--- config.mk ---
export PLATFORM = sky130hd
export DESIGN_NAME = fetch
export DESIGN_NICKNAME = d
export VERILOG_FILES = /design/src/rtl/fetch.sv
export SDC_FILE = /design/constraint.sdc
export NUM_CORES = 1
export LEC_CHECK = 0
export BUFFER_PORTS_ARGS = -buffer_cell sky130_fd_sc_hd__buf_2
export CAP_MARGIN = 30
export CORE_AREA = 2 2 105 107
export CTS_BUF_LIST = sky130_fd_sc_hd__clkbuf_16
export CTS_CLUSTER_DIAMETER = 30
export DETAILED_ROUTE_END_ITERATION = 6
export DIE_AREA = 0 0 107 109
export GPL_TIMING_DRIVEN = 1
export PLACE_DENSITY = 0.78
export REMOVE_ABC_BUFFERS = 1
export SYNTH_ARGS = -nofsm -noshare
export SYNTH_HDL_FRONTEND = slang
export SYNTH_SLANG_ARGS = --single-unit
--- constraint.sdc ---
create_clock -name clk -period 2.5 [get_ports clk]
set_clock_uncertainty 0.15 [all_clocks]
set_input_delay 0.125 -clock clk [delete_from_list [all_inputs] [get_ports clk]]
set_output_delay 0.125 -clock clk [all_outputs]
set_load 0.005 [all_outputs]
--- src/rtl/fetch.sv ---
// Instruction-fetch stage: holds the fetch PC, issues one memory request at a time,
// and presents fetched words to decode with stall back-pressure and redirect squash.
module fetch #(
  parameter logic [31:0] RESET_PC = 32'h0000_0000,
  parameter logic [31:0] NOP      = 32'h0000_0013
) (
  input  logic        clk,
  input  logic        rst,
  input  logic        stall,
  input  logic        PCSrc,
  input  logic [31:0] branch_target,
  output logic [31:0] mem_addr,
  output logic        mem_req,
  input  logic        mem_ready,
  input  logic        mem_rvalid,
  input  logic [31:0] mem_rdata,
  output logic [31:0] next_instruction,
  output logic [31:0] PC,
  output logic        instr_valid
);

  typedef enum logic [1:0] {
    S_REQ   = 2'd0,
    S_WAIT  = 2'd1,
    S_VALID = 2'd2
  } state_t;

  state_t      state;
  logic [31:0] fetch_pc;
  logic [31:0] req_pc;
  logic        kill;
  logic [31:0] target;

  // Redirect targets are forced word-aligned.
  assign target   = branch_target & ~32'h0000_0003;
  assign mem_addr = fetch_pc;
  assign mem_req  = (state == S_REQ) && !rst;

  always_ff @(posedge clk) begin
    if (rst) begin
      state            <= S_REQ;
      fetch_pc         <= RESET_PC;
      req_pc           <= RESET_PC;
      PC               <= RESET_PC;
      kill             <= 1'b0;
      instr_valid      <= 1'b0;
      next_instruction <= NOP;
    end else if (PCSrc) begin
      // Redirect wins over every other event; any in-flight old-path word is killed.
      fetch_pc         <= target;
      instr_valid      <= 1'b0;
      next_instruction <= NOP;
      case (state)
        S_REQ: begin
          if (mem_ready) begin
            req_pc <= fetch_pc;
            kill   <= 1'b1;
            state  <= S_WAIT;
          end
        end
        S_WAIT: begin
          if (mem_rvalid) begin
            kill  <= 1'b0;
            state <= S_REQ;
          end else begin
            kill <= 1'b1;
          end
        end
        S_VALID: state <= S_REQ;
        default: state <= S_REQ;
      endcase
    end else begin
      case (state)
        S_REQ: begin
          if (mem_ready) begin
            req_pc   <= fetch_pc;
            fetch_pc <= fetch_pc + 32'd4;
            state    <= S_WAIT;
          end
        end
        S_WAIT: begin
          if (mem_rvalid) begin
            if (kill) begin
              kill  <= 1'b0;
              state <= S_REQ;
            end else begin
              next_instruction <= mem_rdata;
              PC               <= req_pc;
              instr_valid      <= 1'b1;
              state            <= S_VALID;
            end
          end
        end
        S_VALID: begin
          if (!stall) begin
            instr_valid      <= 1'b0;
            next_instruction <= NOP;
            state            <= S_REQ;
          end
        end
        default: state <= S_REQ;
      endcase
    end
  end

endmodule

==> run metrics, run 1 <==
total power=0.004986 W; area leader, netlist=dfxtp_1; fillers=778; Post-synth EDFFs=0; Crit Path Class=reg2reg; worst setup margin=0.1126 ns; Least-Margin Pin Slew=1.032 ns; achievable frequency=418.9 MHz; commonest cells in the netlist=nand2_1 (144), dfxtp_1 (126), a21oi_1 (68), nor2_1 (62), clkbuf_1 (49); clock root cell=clkbuf_16; total power density per cell area=677.2 nW/um^2; post-route minimum period=2.387 ns; first-pass GRT wire length=25.06 mm; DRT Wirelength=16.06 mm; layout cells sized above 1=25.12%; ant diodes=0; R2R cell count=4; fraction of the yosys area taken by sequential cells=48.97%; hold path depth=5; status=complete, no violations; leak pwr=2.993 nW; Post-DP HPWL=9.683 mm; setup tns final=0 ns; Final GP Congestion=0.8204; clock-pin slew of the registers on the worst-case setup and hold paths=0.06 ns; synth unique cells=48; H-tree depth=4; met2 WL=7.720 mm; total track usage=27.27%; die area=11,660 sq um; CTS Buffer Depth=2; FF+latch count, synth=126; YS warnings=0; RSZ-0062 raised after global routing=no; WL met3=1.366 mm; final core occ=69.44%; wire per inst=15.93 microns; syn_area_per_cell=8.087 sq um; final hold violation count=0; Std-Cell Rows=38; Nets=926; Arrival @ worst endpoint=2.55 ns; CTS buffer count=17; Vias=5,634; vias in the first global route=5,201; First DRT Iteration DRCs=528; required time of the critical path=2.66 ns; post-synth top area share=48.97%; die width=107 microns; leading post-synthesis cells by cell area=dfxtp_1 (49%), nand2_1 (10%), a21oi_1 (6.6%), nor2_1 (4.5%), a22oi_1 (4.4%); Port Buffer Count=161; final setup fails=0; count leader, synth=nand2_1; Multi-input gate area=2426 sq um; Cell Area, Placed=6103 sq um; CP Capture Type=register; Register Area=2522 sq um; Cell Area, Synth=5151 sq um; drt via density=5.589; Post-Place Setup Slack=0.1534 ns; IO Pins=168; Layout area overhead=42.92%; maxcap violations=0; post-synthesis cell count=637; DRC Markers=0; Die Ht=109 microns; Critical Path Fanout Max=6; drt first pass iters=6; initial antenna violation count=0; share of flip-flops with an asynchronous set or reset=0%; CTS sink count=126; worst vdd ir=0.6984 mV; Slew headroom=31.18%; grt ovf=0; final slew viol count=0; Core ar.=10,600 sq um; Design Area, Final=7362 sq um; crit start category=register; M1 WL=6.546 mm; worst hold path type=in2reg; antenna-violating nets left=0; max layer used=met4; clock latency on the worst-skew pair=0.41 ns; pin count of the biggest net entering global routing=65; most used flip-flop cell after synthesis=dfxtp_1; Starting Density=48.58%; final worst path period share=95.50%; CTS tree=done
per-stage QoR:
step	hold slack, ns	cells
3_5_place_dp	0.2143	907
5_1_grt	0.1337	1008
6_report	0.08754	1008
3_3_place_gp	0.2106	907
4_1_cts	0.06810	1008
2_1_floorplan	0.04407	585
metal layers:
| layer | track usage [%] | up-vias |
|---|---|---|
| met4 | 10.20 | 0 |
| met5 | 0 | - |
| met1 | 33.38 | 2604 |
| li1 | - | 2678 |
| met2 | 45.68 | 307 |
| met3 | 7.950 | 45 |
state kept, by name (all words and copies together) (netlist names):
register          cells
PC                   30
instr_valid           1
kill                  1
mem_addr             30
next_instruction     32
req_pc               30
state                 2
kinds of logic (layout without fill, tap and decap cells):
kind of cell	after synthesis	in the layout	synth area share (%)
compound gates	152	152	19.16
xor+xnor	6	6	1.020
fa+ha+maj	1	1	0.2429
buf+inv	60	288	4.688
flops	126	126	48.97
other cells	1	4	0.07280
simple gates	291	291	25.84
power by group:
group	internal (W)	switching [W]
registers	0.00208	0.0000736
logic	0.000242	0.000267
clock network	0.00138	0.000949
layout make-up:
class                   count  area share, %
multi-input cells         454          32.95
clock inverters            15          1.869
clock buffers              17          5.778
repair buffers            251          22.50
inverters                   5         0.2549
flip-flops and latches    126          34.26
well taps                 140          2.379
worst max-delay path, stage by stage (launching register included):
cell and delay, ns:
dfxtp_1 0.31, or3b_1 0.45, or4_1 0.66, or4_1 0.45, a311oi_1 0.27
layout by cell type, fill, tap and decap left out, drive strengths merged, types with 11 or more instances in the layout:
master / Yosys / routed
a22oi: 30 / 30
nand3: 15 / 15
a21oi: 68 / 68
dlygate4sd3: 0 / 69
or4: 11 / 11
a311oi: 14 / 14
buf: 6 / 182
dfxtp: 126 / 126
clkbuf: 49 / 17
nand2: 144 / 144
nor2: 62 / 62
worst paths after layout:
kind / from / to / slack [ns]
hold / removal: mem_ready / kill$_SDFFE_PP0P_ / 0.09
hold reg to reg: req_pc[8]$_SDFFE_PP0P_ / PC[8]$_SDFFE_PP0P_ / 0.30
setup reg to reg: state[1]$_SDFFE_PP0P_ / mem_addr[23]$_SDFFE_PP0P_ / 0.11
setup / recovery: state[1]$_SDFFE_PP0P_ / mem_addr[23]$_SDFFE_PP0P_ / 0.11
timing repair:
action                                  CTS  global route
buffers inserted                          0             0
hold buffers                             69             0
endpoints found under the setup margin    0             1
gates resized for setup                   0             1
hold endpoints to repair                 78             0
Power figures use the tool's default switching activity.
==> run 2, diff against run 1 <==
--- a/config.mk
+++ b/config.mk
@@ -7,14 +7,13 @@
 export LEC_CHECK = 0
 export BUFFER_PORTS_ARGS = -buffer_cell sky130_fd_sc_hd__buf_2
 export CAP_MARGIN = 30
-export CORE_AREA = 2 2 105 107
+export CORE_AREA = 2 2 110 112
 export CTS_BUF_LIST = sky130_fd_sc_hd__clkbuf_16
 export CTS_CLUSTER_DIAMETER = 30
 export DETAILED_ROUTE_END_ITERATION = 6
-export DIE_AREA = 0 0 107 109
+export DIE_AREA = 0 0 112 114
 export GPL_TIMING_DRIVEN = 1
-export PLACE_DENSITY = 0.78
-export REMOVE_ABC_BUFFERS = 1
+export PLACE_DENSITY = 0.72
 export SYNTH_ARGS = -nofsm -noshare
 export SYNTH_HDL_FRONTEND = slang
 export SYNTH_SLANG_ARGS = --single-unit
==> run metrics, run 2 (same netlist as run 1, synthesis figures left out) <==
vias in the first global route=5,337 (+2.6%); post-route minimum period=2.260 ns (-0.1279 ns); Cell Area, Placed=6127 sq um (+0.39%); worst vdd ir=0.4348 mV (-38%); crit start category=register; commonest non-fill, non-tap cell in the layout=buf_2; initial antenna violation count=0 (unchanged); Final GP Congestion=0.8646 (+5.4%); Vias=5,498 (-2.4%); DRC Markers=0 (unchanged); die area=12,770 sq um (+9.5%); antenna-violating nets left=0 (unchanged); clock root cell=clkbuf_16; CP Capture Point=mem_addr[23]$_SDFFE_PP0P_; IO Pins=168 (unchanged); ant diodes=0 (unchanged); maxcap violations=0 (unchanged); Layout area overhead=43.33%; Starting Density=43.99% (-4.6 points); first-pass GRT wire length=25.60 mm (+2.2%); CTS sink count=126 (unchanged); CTS buffer count=17 (unchanged); R2R cell count=4 (unchanged); worst hold path type=in2reg; Crit Path Class=reg2reg; Std-Cell Rows=40 (+5.3%); RSZ-0062 raised after global routing=no; die width=112 microns (+4.7%); First DRT Iteration DRCs=445 (-16%); Register Area=2522 sq um (unchanged); setup tns final=0 ns (unchanged); Post-CTS Setup Repair Bufs=0 (unchanged); Reg2Reg Setup Slack=0.24 ns (+0.13 ns); total power density per cell area=683.2 nW/um^2 (+0.88%); clock latency on the worst-skew pair=0.41 ns (about the same); crit path launch=state[1]$_SDFFE_PP0P_; achievable frequency=442.6 MHz (+5.7%); Port Buffer Count=161 (unchanged); required time of the critical path=2.67 ns (about the same); Most flops, register=next_instruction; Core ar.=11,710 sq um (+10%); Slew headroom=65.98% (+35 points); CP Capture Type=register; total track usage=24.57% (-2.7 points); leak pwr=3.021 nW (+0.93%); grt ovf=0 (unchanged); most frequent cells in the layout=buf_2 (160), nand2_1 (144), dfxtp_1 (126); Arrival @ worst endpoint=2.43 ns (-0.12 ns); wire per inst=15.37 microns (-3.5%); drt via density=5.422 (-3.0%); FF-to-FF End=mem_addr[23]$_SDFFE_PP0P_; CTS tree=done; final worst path period share=90.38% (-5.1 points); max reg flops=32 (unchanged); Multi-input gate area=2425 sq um (about the same); fillers=1,050 (+35%); CTS Buffer Depth=2 (unchanged); Critical Path Fanout Max=9 (+3); Design Area, Final=7383 sq um (+0.29%); clock-pin slew of the registers on the worst-case setup and hold paths=0.06 ns (about the same); H-tree depth=4 (unchanged); Least-Margin Pin Slew=0.5103 ns (-0.5220 ns); Nets=925 (-0.11%); drt first pass iters=5 (-1); pin count of the biggest net entering global routing=49 (-25%); final slew viol count=0 (unchanged); Die Ht=114 microns (+4.6%); reg-to-reg startpoint=state[1]$_SDFFE_PP0P_; DRT Wirelength=15.59 mm (-2.9%); final hold violation count=0 (unchanged); final setup fails=0 (unchanged); layout cells sized above 1=25.49% (+0.37 points); Post-DP HPWL=10.17 mm (+5.0%); status=complete, no violations
-- run 2: cell types whose count changed in the layout (fill, tap and decap cells not counted), sizes merged --
cell / before / now
dlygate4sd3: 69 / 65
inv: 10 / 8
bufinv: 1 / 2
clkinv: 5 / 7
clkinvlp: 4 / 3
buf: 182 / 185
-- run 2: cell type report --
cell class,count,area share (%)
timing repair buffer,250,22.47
multi-input combinational,454,32.84
clock buffer,17,5.762
tap,147,2.491
sequential,126,34.16
inverter,5,0.2542
clock inverter,15,2.017
-- run 2: worst max-delay path, cell delays in order, from the launching register on --
cell and delay, ns:
dfxtp_1 0.30, or3b_1 0.42, or4_4 0.62, or4_1 0.41, a311oi_1 0.26
-- run 2: repair_timing --
action | in CTS | in global routing
hold endpoints to repair | 65 | 0
endpoints found under the setup margin | 0 | 1
gates resized for setup | 0 | 1
hold buffers | 65 | 0
-- run 2: layer usage --
metal	vias to the layer above	GRT usage, %	share of wire, %
met1	2565	29.90	42
li1	2681	-	-
met4	0	8.780	2.0
met5	-	0	0
met3	21	6.908	7.8
met2	231	41.94	48
-- run 2: worst min-delay path by stage --
stage | start | endpoint | depth (start not counted)
detailed placement | mem_rdata[4] | next_instruction[4]$_SDFFE_PP1P_ | 3
global placement | mem_rdata[1] | next_instruction[1]$_SDFFE_PP1P_ | 3
finish | rst | req_pc[14]$_SDFFE_PP0P_ | 2
global route | rst | PC[19]$_SDFFE_PP0P_ | 2
floorplan | mem_rvalid | state[0]$_SDFFE_PP0P_ | 1
CTS | rst | PC[19]$_SDFFE_PP0P_ | 2
-- run 2: metrics by stage --
stage,util (%),hold slack [ns],total power [W],setup WS (ns),instances
final,63.04,0.04955,0.005044,0.2405,1014
after global routing,63.04,0.04691,0.005223,0.1035,1014
after CTS,62.78,0.02099,0.005069,0.1374,1013
after detailed placement,52.32,0.2116,0.002606,0.1499,916
after global placement,52.32,0.2081,0.002589,0.1646,916
after floorplan,-,0.09500,0.002409,0.2103,640
-- run 2: power breakdown --
group	leakage [nW]	internal (W)	total, W	switching, W
Combinational	1.71	0.000247	0.000510	0.000262
Sequential	1.03	0.00208	0.00215	0.0000718
Clock	0.282	0.00146	0.00239	0.000924
Total	3.02	0.00379	0.00504	0.00126
==> run 3, diff against run 2 <==
==> constraint.sdc (replaced) <==
create_clock -name clk -period 2.8 [get_ports clk]
set_clock_uncertainty 0.15 [all_clocks]
set_input_delay 0.14 -clock clk [delete_from_list [all_inputs] [get_ports clk]]
set_output_delay 0.14 -clock clk [all_outputs]
set_load 0.005 [all_outputs]
==> run metrics, run 3 (same netlist as run 1, synthesis figures left out) <==
initial antenna violation count=0 (unchanged); most frequent cells in the layout=buf_2 (160), nand2_1 (144), dfxtp_1 (126); max reg flops=32 (unchanged); Reg2Reg Setup Slack=0.40 ns (+0.16 ns); drt via density=5.434 (+0.22%); required time of the critical path=2.97 ns (+0.30 ns); Nets=916 (-0.97%); Most flops, register=next_instruction; DRT Wirelength=15.46 mm (-0.84%); commonest non-fill, non-tap cell in the layout=buf_2; pin count of the biggest net entering global routing=64 (+31%); drt first pass iters=5 (unchanged); Die Ht=114 microns (unchanged); ant diodes=0 (unchanged); Slew headroom=56.18% (-9.8 points); DRC Markers=0 (unchanged); post-route minimum period=2.396 ns (+0.1369 ns); crit start category=register; vias in the first global route=5,204 (-2.5%); Post-CTS Setup Repair Bufs=0 (unchanged); worst hold path type=in2reg; Multi-input gate area=2421 sq um (-0.16%); total track usage=24.56% (about the same); Arrival @ worst endpoint=2.56 ns (+0.13 ns); clock latency on the worst-skew pair=0.41 ns (about the same); status=complete, no violations; fillers=1,042 (-0.76%); CTS tree=done; final worst path period share=85.59% (-4.8 points); final setup fails=0 (unchanged); die width=112 microns (unchanged); Layout area overhead=41.71%; wire per inst=15.40 microns (+0.15%); die area=12,770 sq um (unchanged); CTS buffer count=17 (unchanged); Vias=5,456 (-0.76%); Final GP Congestion=0.8084 (-6.5%); total power density per cell area=613.3 nW/um^2 (-10%); Register Area=2522 sq um (unchanged); setup tns final=0 ns (unchanged); clock-pin slew of the registers on the worst-case setup and hold paths=0.06 ns (about the same); first-pass GRT wire length=25.40 mm (-0.79%); antenna-violating nets left=0 (unchanged); Placed Instances=907 (-0.98%); clock root cell=clkbuf_16; final slew viol count=0 (unchanged); Cell Area, Placed=6060 sq um (-1.1%); hold buffers post-CTS=65 (unchanged); Crit Path Class=reg2reg; Std-Cell Rows=40 (unchanged); Core ar.=11,710 sq um (unchanged); CTS sink count=126 (unchanged); H-tree depth=4 (unchanged); Critical Path Fanout Max=13 (+4); layout cells sized above 1=23.69% (-1.8 points); maxcap violations=0 (unchanged); achievable frequency=417.3 MHz (-5.7%); Design Area, Final=7300 sq um (-1.1%); CP Capture Type=register; leak pwr=2.980 nW (-1.4%); Least-Margin Pin Slew=0.6573 ns (+0.1470 ns); CTS Buffer Depth=2 (unchanged); IO Pins=168 (unchanged); Port Buffer Count=161 (unchanged); Post-DP HPWL=9.809 mm (-3.5%); final core occ=62.33% (-0.72 points); Final Instance Count excl. Fillers=1,004 (-0.99%); worst vdd ir=0.3955 mV (-9.0%); RSZ-0062 raised after global routing=no; Starting Density=43.99% (unchanged); grt ovf=0 (unchanged); First DRT Iteration DRCs=398 (-11%); final hold violation count=0 (unchanged); Resize count post-CTS=0 (unchanged)
==> run 3: changes by cell type in the layout (fill, tap and decap cells not counted), sizes merged <==
cell      before  now
clkinvlp       3    1
buf          185  176
bufinv         2    3
==> run 3: path summary, 6_finish.rpt <==
path,to,startpoint,depth (start not counted)
hold / removal,mem_addr[9]$_SDFFE_PP0P_,PCSrc,3
setup reg to reg,mem_addr[19]$_SDFFE_PP0P_,state[1]$_SDFFE_PP0P_,5
setup / recovery,mem_addr[19]$_SDFFE_PP0P_,state[1]$_SDFFE_PP0P_,5
hold reg to reg,PC[16]$_SDFFE_PP0P_,PC[16]$_SDFFE_PP0P_,2
==> run 3: metal layers <==
layer / track usage (%) / vias up / wire, microns
met5: 0 / - / 0
met4: 8.049 / 0 / 231
met3: 6.057 / 23 / 931
met2: 42.51 / 187 / 7702
met1: 30.22 / 2571 / 6594
li1: - / 2675 / -
==> run 3: worst max-delay path, stage by stage, from the launching register on <==
cell and delay [ns]:
dfxtp_1 0.30, or3b_1 0.41, buf_4 0.20, or3_1 0.48
or4_1 0.51, a311oi_1 0.25
==> run 3: final cells by class <==
class | instances | area share [%]
Sequential cell | 126 | 34.56
Multi-Input combinational cell | 454 | 33.17
Timing Repair Buffer | 241 | 21.80
Inverter | 5 | 0.2571
Tap cell | 147 | 2.520
Clock buffer | 17 | 5.828
Clock inverter | 14 | 1.868
==> run 3: metrics by stage <==
| stage | power (W) | setup slack, ns | hold WS (ns) |
|---|---|---|---|
| final | 0.004477 | 0.4036 | 0.06812 |
| after global routing | 0.004639 | 0.2760 | 0.07628 |
| after CTS | 0.004492 | 0.4258 | 0.05216 |
| after detailed placement | 0.002316 | 0.4368 | 0.2270 |
| after global placement | 0.002302 | 0.4668 | 0.2189 |
| after floorplan | 0.002151 | 0.5103 | 0.1100 |
==> run 3: where the power goes <==
group / internal [W] / switching [W] / leakage [nW]
logic: 0.000213 / 0.000226 / 1.67
clock network: 0.00136 / 0.000752 / 0.285
registers: 0.00186 / 0.0000699 / 1.03
